File: config.mk
export PLATFORM = sky130hd
export DESIGN_NAME = npn4_canonizer
export DESIGN_NICKNAME = d
export VERILOG_FILES = /design/src/rtl/npn4_pkg.sv /design/src/rtl/npn4_transform.sv /design/src/rtl/npn4_canonizer.sv
export SDC_FILE = /design/constraint.sdc
export NUM_CORES = 1
export LEC_CHECK = 0
export CAP_MARGIN = 20
export CORE_ASPECT_RATIO = 0.7
export CORE_MARGIN = 2
export CORE_UTILIZATION = 55
export CTS_BUF_LIST = sky130_fd_sc_hd__clkbuf_8
export CTS_CLUSTER_DIAMETER = 120
export DETAILED_ROUTE_END_ITERATION = 10
export GPL_ROUTABILITY_DRIVEN = 0
export PLACE_DENSITY = 0.83
export SLEW_MARGIN = 20
export SYNTH_ARGS = -nofsm -noshare
export SYNTH_HDL_FRONTEND = slang
export SYNTH_SLANG_ARGS = --single-unit
File: constraint.sdc
create_clock -name clk -period 13.66 [get_ports clk]
set_input_delay 1.366 -clock clk [delete_from_list [all_inputs] [get_ports clk]]
set_output_delay 1.366 -clock clk [all_outputs]
set_load 0.02 [all_outputs]
File: src/rtl/npn4_pkg.sv
// Shared definitions for the 4-input NPN canonizer: permutation table, FSM states and
// the transform function used by both the datapath and its reference model.
package npn4_pkg;

   localparam int unsigned N_TRANSFORMS = 768;
   localparam int unsigned N_PERMS      = 24;

   // Element j of a perm_t is PERM[p][j]; literals below are written {e3, e2, e1, e0}.
   typedef logic [3:0][1:0] perm_t;

   typedef enum logic [1:0] {
      StIdle,
      StSearch,
      StDone
   } state_e;

   localparam perm_t PERM [N_PERMS] = '{
      {2'd3, 2'd2, 2'd1, 2'd0}, {2'd2, 2'd3, 2'd1, 2'd0}, {2'd3, 2'd1, 2'd2, 2'd0},
      {2'd1, 2'd3, 2'd2, 2'd0}, {2'd2, 2'd1, 2'd3, 2'd0}, {2'd1, 2'd2, 2'd3, 2'd0},
      {2'd3, 2'd2, 2'd0, 2'd1}, {2'd2, 2'd3, 2'd0, 2'd1}, {2'd3, 2'd0, 2'd2, 2'd1},
      {2'd0, 2'd3, 2'd2, 2'd1}, {2'd2, 2'd0, 2'd3, 2'd1}, {2'd0, 2'd2, 2'd3, 2'd1},
      {2'd3, 2'd1, 2'd0, 2'd2}, {2'd1, 2'd3, 2'd0, 2'd2}, {2'd3, 2'd0, 2'd1, 2'd2},
      {2'd0, 2'd3, 2'd1, 2'd2}, {2'd1, 2'd0, 2'd3, 2'd2}, {2'd0, 2'd1, 2'd3, 2'd2},
      {2'd2, 2'd1, 2'd0, 2'd3}, {2'd1, 2'd2, 2'd0, 2'd3}, {2'd2, 2'd0, 2'd1, 2'd3},
      {2'd0, 2'd2, 2'd1, 2'd3}, {2'd1, 2'd0, 2'd2, 2'd3}, {2'd0, 2'd1, 2'd2, 2'd3}
   };

   function automatic logic [15:0] apply_npn(input logic [15:0] tt, input logic [4:0] p,
                                             input logic [3:0] n, input logic o);
      logic [15:0] cand;
      logic [3:0]  idx;
      logic [3:0]  k;
      perm_t       pm;
      pm = PERM[p];
      for (int i = 0; i < 16; i++) begin
         idx = 4'(i);
         for (int j = 0; j < 4; j++) begin
            k[j] = idx[pm[j]] ^ n[j];
         end
         cand[i] = o ^ tt[k];
      end
      return cand;
   endfunction

endpackage

File: src/rtl/npn4_transform.sv
// One NPN transform lane: applies (perm, neg, oneg) to a truth table, purely combinational.
module npn4_transform
   import npn4_pkg::*;
(
   input  logic [15:0] tt_i,
   input  logic [4:0]  perm_i,
   input  logic [3:0]  neg_i,
   input  logic        oneg_i,
   output logic [15:0] cand_o
);

   assign cand_o = apply_npn(tt_i, perm_i, neg_i, oneg_i);

endmodule

File: src/rtl/npn4_canonizer.sv
// Sequential exact NPN canonizer: sweeps all 768 transforms, NEG_PAR per cycle, and keeps
// the smallest candidate with the lowest transform index on ties.
module npn4_canonizer
   import npn4_pkg::*;
#(
   parameter int unsigned NEG_PAR = 1
) (
   input  logic        clk,
   input  logic        rst,
   input  logic        in_valid_i,
   output logic        in_ready_o,
   input  logic [15:0] in_tt_i,
   output logic        out_valid_o,
   input  logic        out_ready_i,
   output logic [15:0] out_tt_o,
   output logic [4:0]  out_perm_o,
   output logic [3:0]  out_neg_o,
   output logic        out_oneg_o,
   output logic        busy_o
);

   localparam int unsigned N_BATCH = N_TRANSFORMS / NEG_PAR;
   localparam int unsigned CntW    = $clog2(N_BATCH);
   localparam int unsigned TW      = $clog2(N_TRANSFORMS);

   if (!(NEG_PAR == 1 || NEG_PAR == 2 || NEG_PAR == 4 || NEG_PAR == 8 || NEG_PAR == 16 ||
         NEG_PAR == 32)) begin : g_bad_neg_par
      $error("npn4_canonizer: NEG_PAR must be one of 1, 2, 4, 8, 16, 32");
   end

   state_e          state_q, state_d;
   logic [CntW-1:0] cnt_q, cnt_d;
   logic [15:0]     tt_q, tt_d;
   logic [15:0]     best_tt_q, best_tt_d;
   logic [TW-1:0]   best_t_q, best_t_d;
   logic            best_vld_q, best_vld_d;

   logic [15:0]     cand   [NEG_PAR];
   logic [TW-1:0]   cand_t [NEG_PAR];
   logic [15:0]     sel_tt;
   logic [TW-1:0]   sel_t;
   logic            sel_vld;

   for (genvar g = 0; g < NEG_PAR; g++) begin : g_lane
      assign cand_t[g] = TW'(cnt_q) * TW'(NEG_PAR) + TW'(g);

      npn4_transform u_xform (
         .tt_i   (tt_q),
         .perm_i (cand_t[g][9:5]),
         .neg_i  (cand_t[g][4:1]),
         .oneg_i (cand_t[g][0]),
         .cand_o (cand[g])
      );
   end

   // Lanes are folded in ascending t so strict less-than keeps the earliest winner.
   always_comb begin
      sel_tt  = best_tt_q;
      sel_t   = best_t_q;
      sel_vld = best_vld_q;
      for (int g = 0; g < NEG_PAR; g++) begin
         if (!sel_vld || (cand[g] < sel_tt)) begin
            sel_tt  = cand[g];
            sel_t   = cand_t[g];
            sel_vld = 1'b1;
         end
      end
   end

   always_comb begin
      state_d    = state_q;
      cnt_d      = cnt_q;
      tt_d       = tt_q;
      best_tt_d  = best_tt_q;
      best_t_d   = best_t_q;
      best_vld_d = best_vld_q;
      unique case (state_q)
         StIdle: begin
            if (in_valid_i) begin
               state_d    = StSearch;
               tt_d       = in_tt_i;
               cnt_d      = '0;
               best_tt_d  = 16'hFFFF;
               best_vld_d = 1'b0;
            end
         end
         StSearch: begin
            best_tt_d  = sel_tt;
            best_t_d   = sel_t;
            best_vld_d = sel_vld;
            if (cnt_q == CntW'(N_BATCH - 1)) begin
               state_d = StDone;
            end else begin
               cnt_d = cnt_q + 1'b1;
            end
         end
         StDone: begin
            if (out_ready_i) begin
               state_d = StIdle;
            end
         end
         default: state_d = StIdle;
      endcase
   end

   always_ff @(posedge clk) begin
      if (rst) begin
         state_q    <= StIdle;
         cnt_q      <= '0;
         tt_q       <= '0;
         best_tt_q  <= '0;
         best_t_q   <= '0;
         best_vld_q <= 1'b0;
      end else begin
         state_q    <= state_d;
         cnt_q      <= cnt_d;
         tt_q       <= tt_d;
         best_tt_q  <= best_tt_d;
         best_t_q   <= best_t_d;
         best_vld_q <= best_vld_d;
      end
   end

   assign in_ready_o  = (state_q == StIdle);
   assign busy_o      = (state_q != StIdle);
   assign out_valid_o = (state_q == StDone);
   assign out_tt_o    = best_tt_q;
   assign out_perm_o  = best_t_q[9:5];
   assign out_neg_o   = best_t_q[4:1];
   assign out_oneg_o  = best_t_q[0];

endmodule

==> out/qor.txt, run 1 <==
slowest cell delay on critical path: 0.78 ns
total grt overflow: 0
Clock Latency Late Sink: 0.34 ns
buffers and inverters on the worst path: 3
diodes inserted: 0
initial antenna violation count: 0
Post-synth EDFFs: 0
core area: 10,300 um2
CP Data Arrival Time: 6.82 ns
initial DRC count: 728
final worst slack: 7.07 ns
fmax: 152 MHz
busiest grt layer: met2
FP Rows: 31
root buf cell: clkbuf_8
CP Capture Type: flop
total clock sinks: 55
status: completed
GR Layer Usage met1: 39.8%
family with the most delay on the worst path: multiplexers
LEAKAGE: 2.48 nW
hpwl dp: 11.0 mm
clk slew on worst S/H paths: 0.12 ns
vias in the first global route: 4,927
largest family of logic cells by synthesized area: multiplexers
Ports: 49
worst ir drop on vdd: 0.0468 mV
CTS H-tree lvls: 2
Initial Util: 56.4%
Final Hold Slack: 0.463 ns
Adder-Cell Fraction of Synth Area: 7.96%
port bufs: 48
Synth Warn #: 0
cells after synthesis: 614
Yosys cell types: 65
worst slack, placed: 7.20 ns
post-synthesis sequential area ratio: 18.9%
syn_area_per_cell: 9.47 um2
DR vias: 5,126
cell chain of the critical path: inv_1 > ha_1 > mux2_2 > mux2i_1 > inv_1 > ha_1 > xor2_1 > mux2i_1 > mux4_2 > mux2i_1 > xor2_1 > ha_1 > a21o_1 > a21oi_1 > a21oi_1 > nor2b_1 > o21ai_0 > a41oi_1 > buf_4 > nand2_1 > o221a_2
chip width: 127 um
DRC Markers: 0
Top FF cell, synth: dfxtp_1
first-pass GRT wire length: 25.9 mm
NumNets Final: 682
CTS tree: built
total CTS buffers: 5
CP Max Fanout: 23
Worst Setup Start Kind: flop
fin crit share: 48.3%
fraction of the mapped netlist area in compound gates: 12.1%
final hold vios: 0
Post-Synth XOR/XNOR Area: 10.8%
critical path's slowest cell: xor2_1
vias per cell: 6.76
clock buffer depth: 2
Slew headroom: 33.1%
Die Span Y: 90.0 um
Worst Setup Path Type: reg -> reg
met3 Use GR: 6.37%
share of layout cells above drive strength 1: 15.2%
Total GRT Usage: 28.4%
Crit path required time: 13.89 ns
worst-margin pin slew: 1.00 ns
Setup Fix Bufs, Post-CTS: 0
largest net degree at the start of global routing: 44
wire length per cell: 20.8 um
TritonRoute pass-1 iters: 5
Power Dens Cells: 64.8 nW/um2
P&R area growth vs syn: 10.1%
met2 GRT Util: 43.1%
syn nets: 671
Setup Viol. Count Final: 0
register bit total from synthesis: 55
Total Die Area: 11,400 um2
Pwr Total: 0.415 mW
setup TNS: 0 ns
async set-or-reset flop fraction in the synthesized netlist: 0%
Synth Cell Area: 5820 um2
# resized after CTS: 0
final std cells w/o fill: 758
Design Area, Final: 6400 um2
final core occ: 62.1%
total wire length: 15.8 mm
type of the worst min-delay path: reg -> reg
cell total after placement: 750
Synth Area in Simple Gates: 13.5%
maxcap violations: 0
unrepaired setup endpoints after global routing: no
# hold bufs at CTS: 0
Placed Area: 6290 um2
Worst Skew: 0.0191 ns
Final Max Slew Viols: 0
post-synthesis mux area share: 31.3%
Tmin final: 6.59 ns
Final ANT Viol Nets: 0
## sequential cells by signal (all words and copies together) (netlist names)
signal      cells
state_q         2
best_vld_q      1
cnt_q          10
out_tt_o       16
tt_q           16
best_t_q       10
## layout by cell type (no fill, tap or decap), types with 4 or more instances in the layout
| cell type | count |
|---|---|
| buf_4 | 5 |
| ha_1 | 37 |
| nor2b_1 | 8 |
| inv_1 | 28 |
| xnor2_2 | 4 |
| a21o_1 | 6 |
| nand2b_1 | 4 |
| dfxtp_1 | 55 |
| o311ai_0 | 4 |
| mux4_2 | 60 |
| nor2_1 | 54 |
| xor2_1 | 30 |
| clkbuf_8 | 5 |
| nand2_1 | 73 |
| o22ai_1 | 9 |
| nor3_1 | 5 |
| a21oi_1 | 41 |
| a211oi_1 | 4 |
| mux2i_1 | 38 |
| clkdlybuf4s50_1 | 48 |
| nand3_1 | 7 |
| xnor2_1 | 22 |
| nand4_1 | 8 |
## cell usage after synthesis (7+ instances only)
| master | instances | area, um2 |
|---|---|---|
| a21oi_1 | 41 | 205 |
| buf_2 | 9 | 45.0 |
| clkbuf_1 | 36 | 135 |
| dfxtp_1 | 55 | 1100 |
| ha_1 | 37 | 463 |
| inv_1 | 28 | 105 |
| mux2i_1 | 38 | 380 |
| mux4_2 | 60 | 1350 |
| nand2_1 | 73 | 274 |
| nand3_1 | 7 | 35.0 |
| nand4_1 | 8 | 50.1 |
| nor2_1 | 54 | 203 |
| nor2b_1 | 8 | 50.1 |
| o22ai_1 | 9 | 56.3 |
| xnor2_1 | 23 | 201 |
| xor2_1 | 30 | 263 |
## final timing paths
path                from  depth (start not counted)           end  slack [ns]
max             cnt_q[5]                         21  out_tt_o[11]        7.07
min          best_t_q[6]                          2   best_t_q[6]        0.46
max reg2reg     cnt_q[5]                         21  out_tt_o[11]        7.07
min reg2reg  best_t_q[6]                          2   best_t_q[6]        0.46
## power breakdown
group	total, mW	switching, mW	leakage [nW]	internal, mW
Combinational	0.115	0.0570	1.97	0.0585
Clock	0.106	0.0667	0.0519	0.0392
Sequential	0.193	0.0240	0.451	0.169
## per-layer routing
metal	wire length (um)	vias up
met5	0	-
li1	-	2261
met4	581	0
met3	1880	83
met1	6360	2384
met2	6970	398
## area by class of cell
class,instances,area (um2)
Clock buffer,5,68.8
Tap cell,132,165
Timing Repair Buffer,53,518
Multi-Input combinational cell,480,4400
Fill cell,810,3920
Clock inverter,3,33.8
Sequential cell,55,1100
Inverter,30,113
## worst register-to-register path, cell delays in order (launching register included)
cell and delay, ns:
dfxtp_1 0.58, inv_1 0.17, ha_1 0.26, mux2_2 0.30
mux2i_1 0.49, inv_1 0.14, ha_1 0.33, xor2_1 0.78
mux2i_1 0.18, mux4_2 0.50, mux2i_1 0.19, xor2_1 0.25
ha_1 0.30, a21o_1 0.16, a21oi_1 0.19, a21oi_1 0.09
nor2b_1 0.11, o21ai_0 0.10, a41oi_1 0.22, buf_4 0.27
nand2_1 0.45, o221a_2 0.42
## logic make-up (layout without fill, tap and decap cells)
logic type	Yosys count	count (layout)
AOI/OAI and AO/OA	101	101
and+or+nand+nor	177	177
adders and majority gates	37	37
muxes	104	104
DFF	55	55
xor gates and xnor gates	61	61
buffers and inverters	79	91
Note: power is estimated with default switching activity, not from simulation.
==> inputs of run 2 (changes only) <==
--- a/config.mk
+++ b/config.mk
@@ -13,7 +13,7 @@
 export CTS_CLUSTER_DIAMETER = 120
 export DETAILED_ROUTE_END_ITERATION = 10
 export GPL_ROUTABILITY_DRIVEN = 0
-export PLACE_DENSITY = 0.83
+export PLACE_DENSITY = 0.86
 export SLEW_MARGIN = 20
 export SYNTH_ARGS = -nofsm -noshare
 export SYNTH_HDL_FRONTEND = slang
==> constraint.sdc (replaced) <==
create_clock -name clk -period 5.6 [get_ports clk]
set_input_delay 0.56 -clock clk [delete_from_list [all_inputs] [get_ports clk]]
set_output_delay 0.56 -clock clk [all_outputs]
set_load 0.02 [all_outputs]
==> run 2 against run 1 <==
  * Final area rose by 3.7%
  * Power rose by 140%
  * Critical path depth did not move
  * Clock skew fell by 0.0035 ns
  * Sequential share of layout area fell by 0.53 points
  * Sequential power rose by 150%
  * Die area did not move
  * Hold slack got worse by 0.0010 ns
==> out/qor.txt, run 2 (same netlist as run 1, synthesis figures left out) <==
Total Die Area: 11,400 um2
Worst Setup Path Type: reg -> reg
port bufs: 48
Switch Pwr: 0.359 mW
worst hold path stage count: 2
total wire length: 16.8 mm
first-pass GRT wire length: 26.6 mm
CP Max Fanout: 21
Worst Setup Start Kind: flop
LEAKAGE: 2.59 nW
Tmin final: 5.41 ns
fin crit share: 96.7%
Worst path most repeated cell: ha_1
maxcap violations: 0
Final ANT Viol Nets: 0
Crit path required time: 5.84 ns
initial DRC count: 803
root buf cell: clkbuf_8
hpwl dp: 11.5 mm
largest net degree at the start of global routing: 44
Placed Area: 6390 um2
Final Max Slew Viols: 0
DR vias: 5,262
wire length per cell: 21.5 um
CP Capture Type: flop
CTS tree: built
Hold EP: best_t_q[9]
Clock Latency Late Sink: 0.34 ns
core area: 10,300 um2
P&R area growth vs syn: 14.1%
Setup Viol. Count Final: 0
chip width: 127 um
Power Dens Cells: 152 nW/um2
Pwr Total: 1.01 mW
Final Hold Slack: 0.462 ns
type of the worst min-delay path: reg -> reg
Clock Power Share: 24.6%
worst r2r path cells: 21
worst-margin pin slew: 1.01 ns
slowest cell delay on critical path: 0.52 ns
commonest non-fill, non-tap cells in the layout: nand2_1, mux4_2, nor2_1, dfxtp_1, clkdlybuf4s50_1
critical path's slowest cell: mux4_2
total CTS buffers: 5
setup TNS: 0 ns
vias per cell: 6.76
Design Area, Final: 6640 um2
CP Data Arrival Time: 5.65 ns
status: completed
Slew headroom: 32.7%
total clock sinks: 55
total grt overflow: 0
DRC Markers: 0
Int Pwr: 0.653 mW
TritonRoute pass-1 iters: 8
Die Span Y: 90.0 um
diodes inserted: 0
Sw Ratio: 35.5%
fill count: 782
share of layout cells above drive strength 1: 19.7%
Total GRT Usage: 29.4%
vias in the first global route: 5,147
cell chain of the critical path: clkinvlp_4 > ha_1 > mux4_2 > o21a_1 > ha_1 > xor2_1 > buf_4 > mux4_2 > nor3_2 > nor4_2 > xor2_1 > ha_1 > a21o_1 > a21o_1 > a21oi_1 > o2111a_1 > o21ai_1 > a41oi_2 > nand2_1 > buf_4 > o221a_2
r2r setup slk: 0.19 ns
final hold vios: 0
Worst Skew: 0.0156 ns
most common cell after layout, fill and taps aside: nand2_1
FF-to-FF Start: cnt_q[6]
Ports: 49
fmax: 185 MHz
clk slew on worst S/H paths: 0.12 ns
# hold bufs at CTS: 0
NumNets Final: 702
Initial Util: 56.4%
Gate power share: 28.6%
CTS H-tree lvls: 2
worst ir drop on vdd: 0.101 mV
hold path start: best_t_q[9]
Critical R2R Capture: out_tt_o[11]
sequential group share of total power: 46.9%
initial antenna violation count: 0
clock buffer depth: 2
FP Rows: 31
## run 2: what timing repair did
action	4_1_cts	5_1_grt
setup endpoints to repair	0	26
gates resized for setup	0	17
buffers inserted	0	7
## run 2: routing by layer
layer,global-route usage (%),share of wire (%)
met4,11.8,4.0
met2,44.7,44
met5,0,0
met1,38.3,38
met3,10.4,14
## run 2: critical path, delay by kind of cell (launching register included)
kind                     cells  cell delay (ns)
AO/OA/AOI/OAI                8             1.63
XOR/XNOR                     2             0.42
adder cells (fa/ha/maj)      3             0.94
buffers and inverters        3             0.61
flip-flops                   1             0.42
multiplexers                 2             0.98
AND/OR/NAND/NOR              3             0.33
## run 2: worst max-delay path by stage
| stage | start | endpoint | slack [ns] | cells after the start |
|---|---|---|---|---|
| after global placement | cnt_q[6] | best_t_q[0] | 0.22 | 23 |
| after detailed placement | cnt_q[6] | best_t_q[0] | 0.09 | 21 |
| final | cnt_q[6] | out_tt_o[11] | 0.19 | 21 |
| after CTS | cnt_q[6] | out_tt_o[0] | 0.02 | 21 |
| after global routing | cnt_q[6] | out_tt_o[11] | -0.08 | 21 |
| after floorplan | cnt_q[5] | out_tt_o[11] | 0.33 | 21 |
## run 2: area by class of cell
| cell class | instances | area, um2 | area share [%] |
|---|---|---|---|
| tap | 132 | 165 | 2.49 |
| clock buffer | 5 | 68.8 | 1.04 |
| sequential | 55 | 1110 | 16.7 |
| multi-input combinational | 480 | 4470 | 67.3 |
| clock inverter | 3 | 28.8 | 0.434 |
| timing repair buffer | 73 | 684 | 10.3 |
| inverter | 30 | 116 | 1.75 |
## run 2: through the flow
stage | utilization, % | instances | setup slack, ns
2_1_floorplan | - | 614 | 0.335
3_3_place_gp | 61.9 | 763 | 0.222
3_5_place_dp | 61.9 | 763 | 0.0882
4_1_cts | 62.9 | 771 | 0.0246
5_1_grt | 64.3 | 778 | -0.0782
6_report | 64.3 | 778 | 0.187
## run 2: power by group through the flow
stage / Clock, mW / Sequential, mW / Combinational [mW]
floorplan: 0 / 0.457 / 0.195
global placement: 0 / 0.475 / 0.265
detailed placement: 0 / 0.479 / 0.277
CTS: 0.248 / 0.470 / 0.279
global route: 0.265 / 0.476 / 0.315
finish: 0.249 / 0.474 / 0.289
==> inputs of run 3 (changes only) <==
--- a/config.mk
+++ b/config.mk
@@ -7,7 +7,7 @@
 export LEC_CHECK = 0
 export CAP_MARGIN = 20
 export CORE_ASPECT_RATIO = 0.7
-export CORE_MARGIN = 2
+export CORE_MARGIN = 4
 export CORE_UTILIZATION = 55
 export CTS_BUF_LIST = sky130_fd_sc_hd__clkbuf_8
 export CTS_CLUSTER_DIAMETER = 120
==> run 3 against run 2 <==
  * Final cell count did not move
  * Wire length fell by 0.76%
  * Setup slack got worse by 0.016 ns
  * Register-to-register slack got worse by 0.02 ns
  * Sequential share of layout area fell by 0.050 points
  * Clock skew rose by 0.0053 ns
  * Via count rose by 0.25%
  * Combinational power rose by 1%
  * Hold slack improved by 0.0032 ns
  * Critical path depth rose by 1
  * Sequential power barely moved
  * Critical path type unchanged
  * Largest power group unchanged
==> out/qor.txt, run 3 (same netlist as run 1, synthesis figures left out) <==
worst-margin pin slew: 1.06 ns
Initial Util: 56.4%
fin crit share: 96.9%
final hold vios: 0
Design Area, Final: 6660 um2
LEAKAGE: 2.59 nW
WL met1: 6.33 mm
Int Pwr: 0.655 mW
diodes inserted: 0
NumNets Final: 702
CP Capture Type: flop
Clock Power Share: 25.1%
CP Data Arrival Time: 5.66 ns
clk slew on worst S/H paths: 0.13 ns
CTS H-tree lvls: 2
met3 wire length: 2.35 mm
Total Die Area: 12,300 um2
Final ANT Viol Nets: 0
slowest cell delay on critical path: 0.42 ns
Sw Ratio: 36.0%
vias per cell: 6.78
sequential group share of total power: 46.3%
commonest non-fill, non-tap cells in the layout: nand2_1, mux4_2, nor2_1, dfxtp_1, clkdlybuf4s50_1
total CTS buffers: 5
Crit path required time: 5.84 ns
Slew headroom: 29.0%
fmax: 184 MHz
type of the worst min-delay path: reg -> reg
chip width: 131 um
Pwr Total: 1.02 mW
cell chain of the critical path: clkinvlp_4 > ha_1 > mux2_2 > mux2i_1 > inv_1 > ha_1 > xor2_1 > buf_4 > nor2b_1 > a32oi_1 > nand4_1 > xnor2_2 > ha_1 > a21o_1 > a21o_1 > a21oi_2 > o2111a_1 > o21ai_1 > a41oi_2 > buf_4 > nand2_4 > o221a_2
vias in the first global route: 5,127
initial DRC count: 551
Setup Viol. Count Final: 0
setup TNS: 0 ns
wire length on met2: 7.49 mm
total wire length: 16.6 mm
Clock Latency Late Sink: 0.35 ns
Placed Area: 6400 um2
hpwl dp: 11.6 mm
initial antenna violation count: 0
wire length per cell: 21.4 um
port bufs: 48
Worst Skew: 0.0209 ns
largest net degree at the start of global routing: 44
Worst path most repeated cell: ha_1
status: completed
most common cell after layout, fill and taps aside: nand2_1
CP Max Fanout: 21
total clock sinks: 55
fill count: 750
Ports: 49
FP Rows: 31
CTS tree: built
DR vias: 5,275
DRC Markers: 0
clock buffer depth: 2
highest metal used: met4
total grt overflow: 0
first-pass GRT wire length: 26.3 mm
Tmin final: 5.43 ns
Total GRT Usage: 27.2%
critical path's slowest cell: dfxtp_4
Worst Setup Path Type: reg -> reg
root buf cell: clkbuf_8
Worst Setup Start Kind: flop
worst ir drop on vdd: 0.110 mV
Switch Pwr: 0.368 mW
TritonRoute pass-1 iters: 6
Die Span Y: 94.0 um
P&R area growth vs syn: 14.5%
Power Dens Cells: 154 nW/um2
Gate power share: 28.7%
core area: 10,300 um2
share of layout cells above drive strength 1: 20.1%
Final Max Slew Viols: 0
maxcap violations: 0
-- run 3: final timing paths --
| check | start | to | slack, ns | cells past startpoint |
|---|---|---|---|---|
| worst max register to register | cnt_q[6] | out_tt_o[9] | 0.17 | 22 |
| worst min register to register | best_t_q[2] | best_t_q[2] | 0.47 | 2 |
| worst max-delay path | cnt_q[6] | out_tt_o[9] | 0.17 | 22 |
| worst min-delay path | best_t_q[2] | best_t_q[2] | 0.47 | 2 |
-- run 3: worst max-delay path, delay by kind of cell, from the launching register on --
| kind | cells | cell delay, ns |
|---|---|---|
| XOR/XNOR | 2 | 0.42 |
| AO/OA/AOI/OAI | 8 | 1.58 |
| adder cells (fa/ha/maj) | 3 | 0.95 |
| buffers and inverters | 4 | 0.68 |
| flip-flops | 1 | 0.42 |
| multiplexers | 2 | 0.61 |
| AND/OR/NAND/NOR | 3 | 0.64 |
-- run 3: routing by layer --
metal | GRT usage [%] | vias to the layer above
met5 | 0 | -
met4 | 10.7 | 0
met3 | 8.41 | 66
met2 | 41.1 | 418
met1 | 36.4 | 2488
li1 | - | 2303
-- run 3: per-stage QoR --
| step | hold slack [ns] | worst slack, ns | cells | utilization, % |
|---|---|---|---|---|
| global placement | 0.446 | 0.00302 | 764 | 62.0 |
| global route | 0.490 | -0.0452 | 778 | 64.5 |
| detailed placement | 0.454 | -0.283 | 764 | 62.0 |
| floorplan | 0.457 | 0.335 | 614 | - |
| finish | 0.466 | 0.171 | 778 | 64.5 |
| CTS | 0.469 | 0.0736 | 772 | 63.3 |
-- run 3: area by class of cell --
class	instances	area [um2]	area share, %
clock inverter	3	27.5	0.413
multi-input combinational	480	4500	67.7
clock buffer	5	68.8	1.03
timing repair buffer	73	669	10.1
inverter	30	116	1.75
tap	132	165	2.48
sequential	55	1110	16.6
-- run 3: power by group through the flow --
| stage | sequential, mW | clock [mW] | combinational [mW] |
|---|---|---|---|
| 5_1_grt | 0.476 | 0.274 | 0.318 |
| 3_3_place_gp | 0.475 | 0 | 0.263 |
| 3_5_place_dp | 0.478 | 0 | 0.275 |
| 6_report | 0.474 | 0.256 | 0.293 |
| 2_1_floorplan | 0.457 | 0 | 0.195 |
| 4_1_cts | 0.469 | 0.255 | 0.280 |
-- run 3: repair_timing --
item / CTS / global route
gates resized for setup: 9 / 14
endpoints found under the setup margin: 25 / 26
hold buffers: 0 / 0
pin swaps: 2 / 5
gates cloned: 0 / 1
buffers inserted: 0 / 5
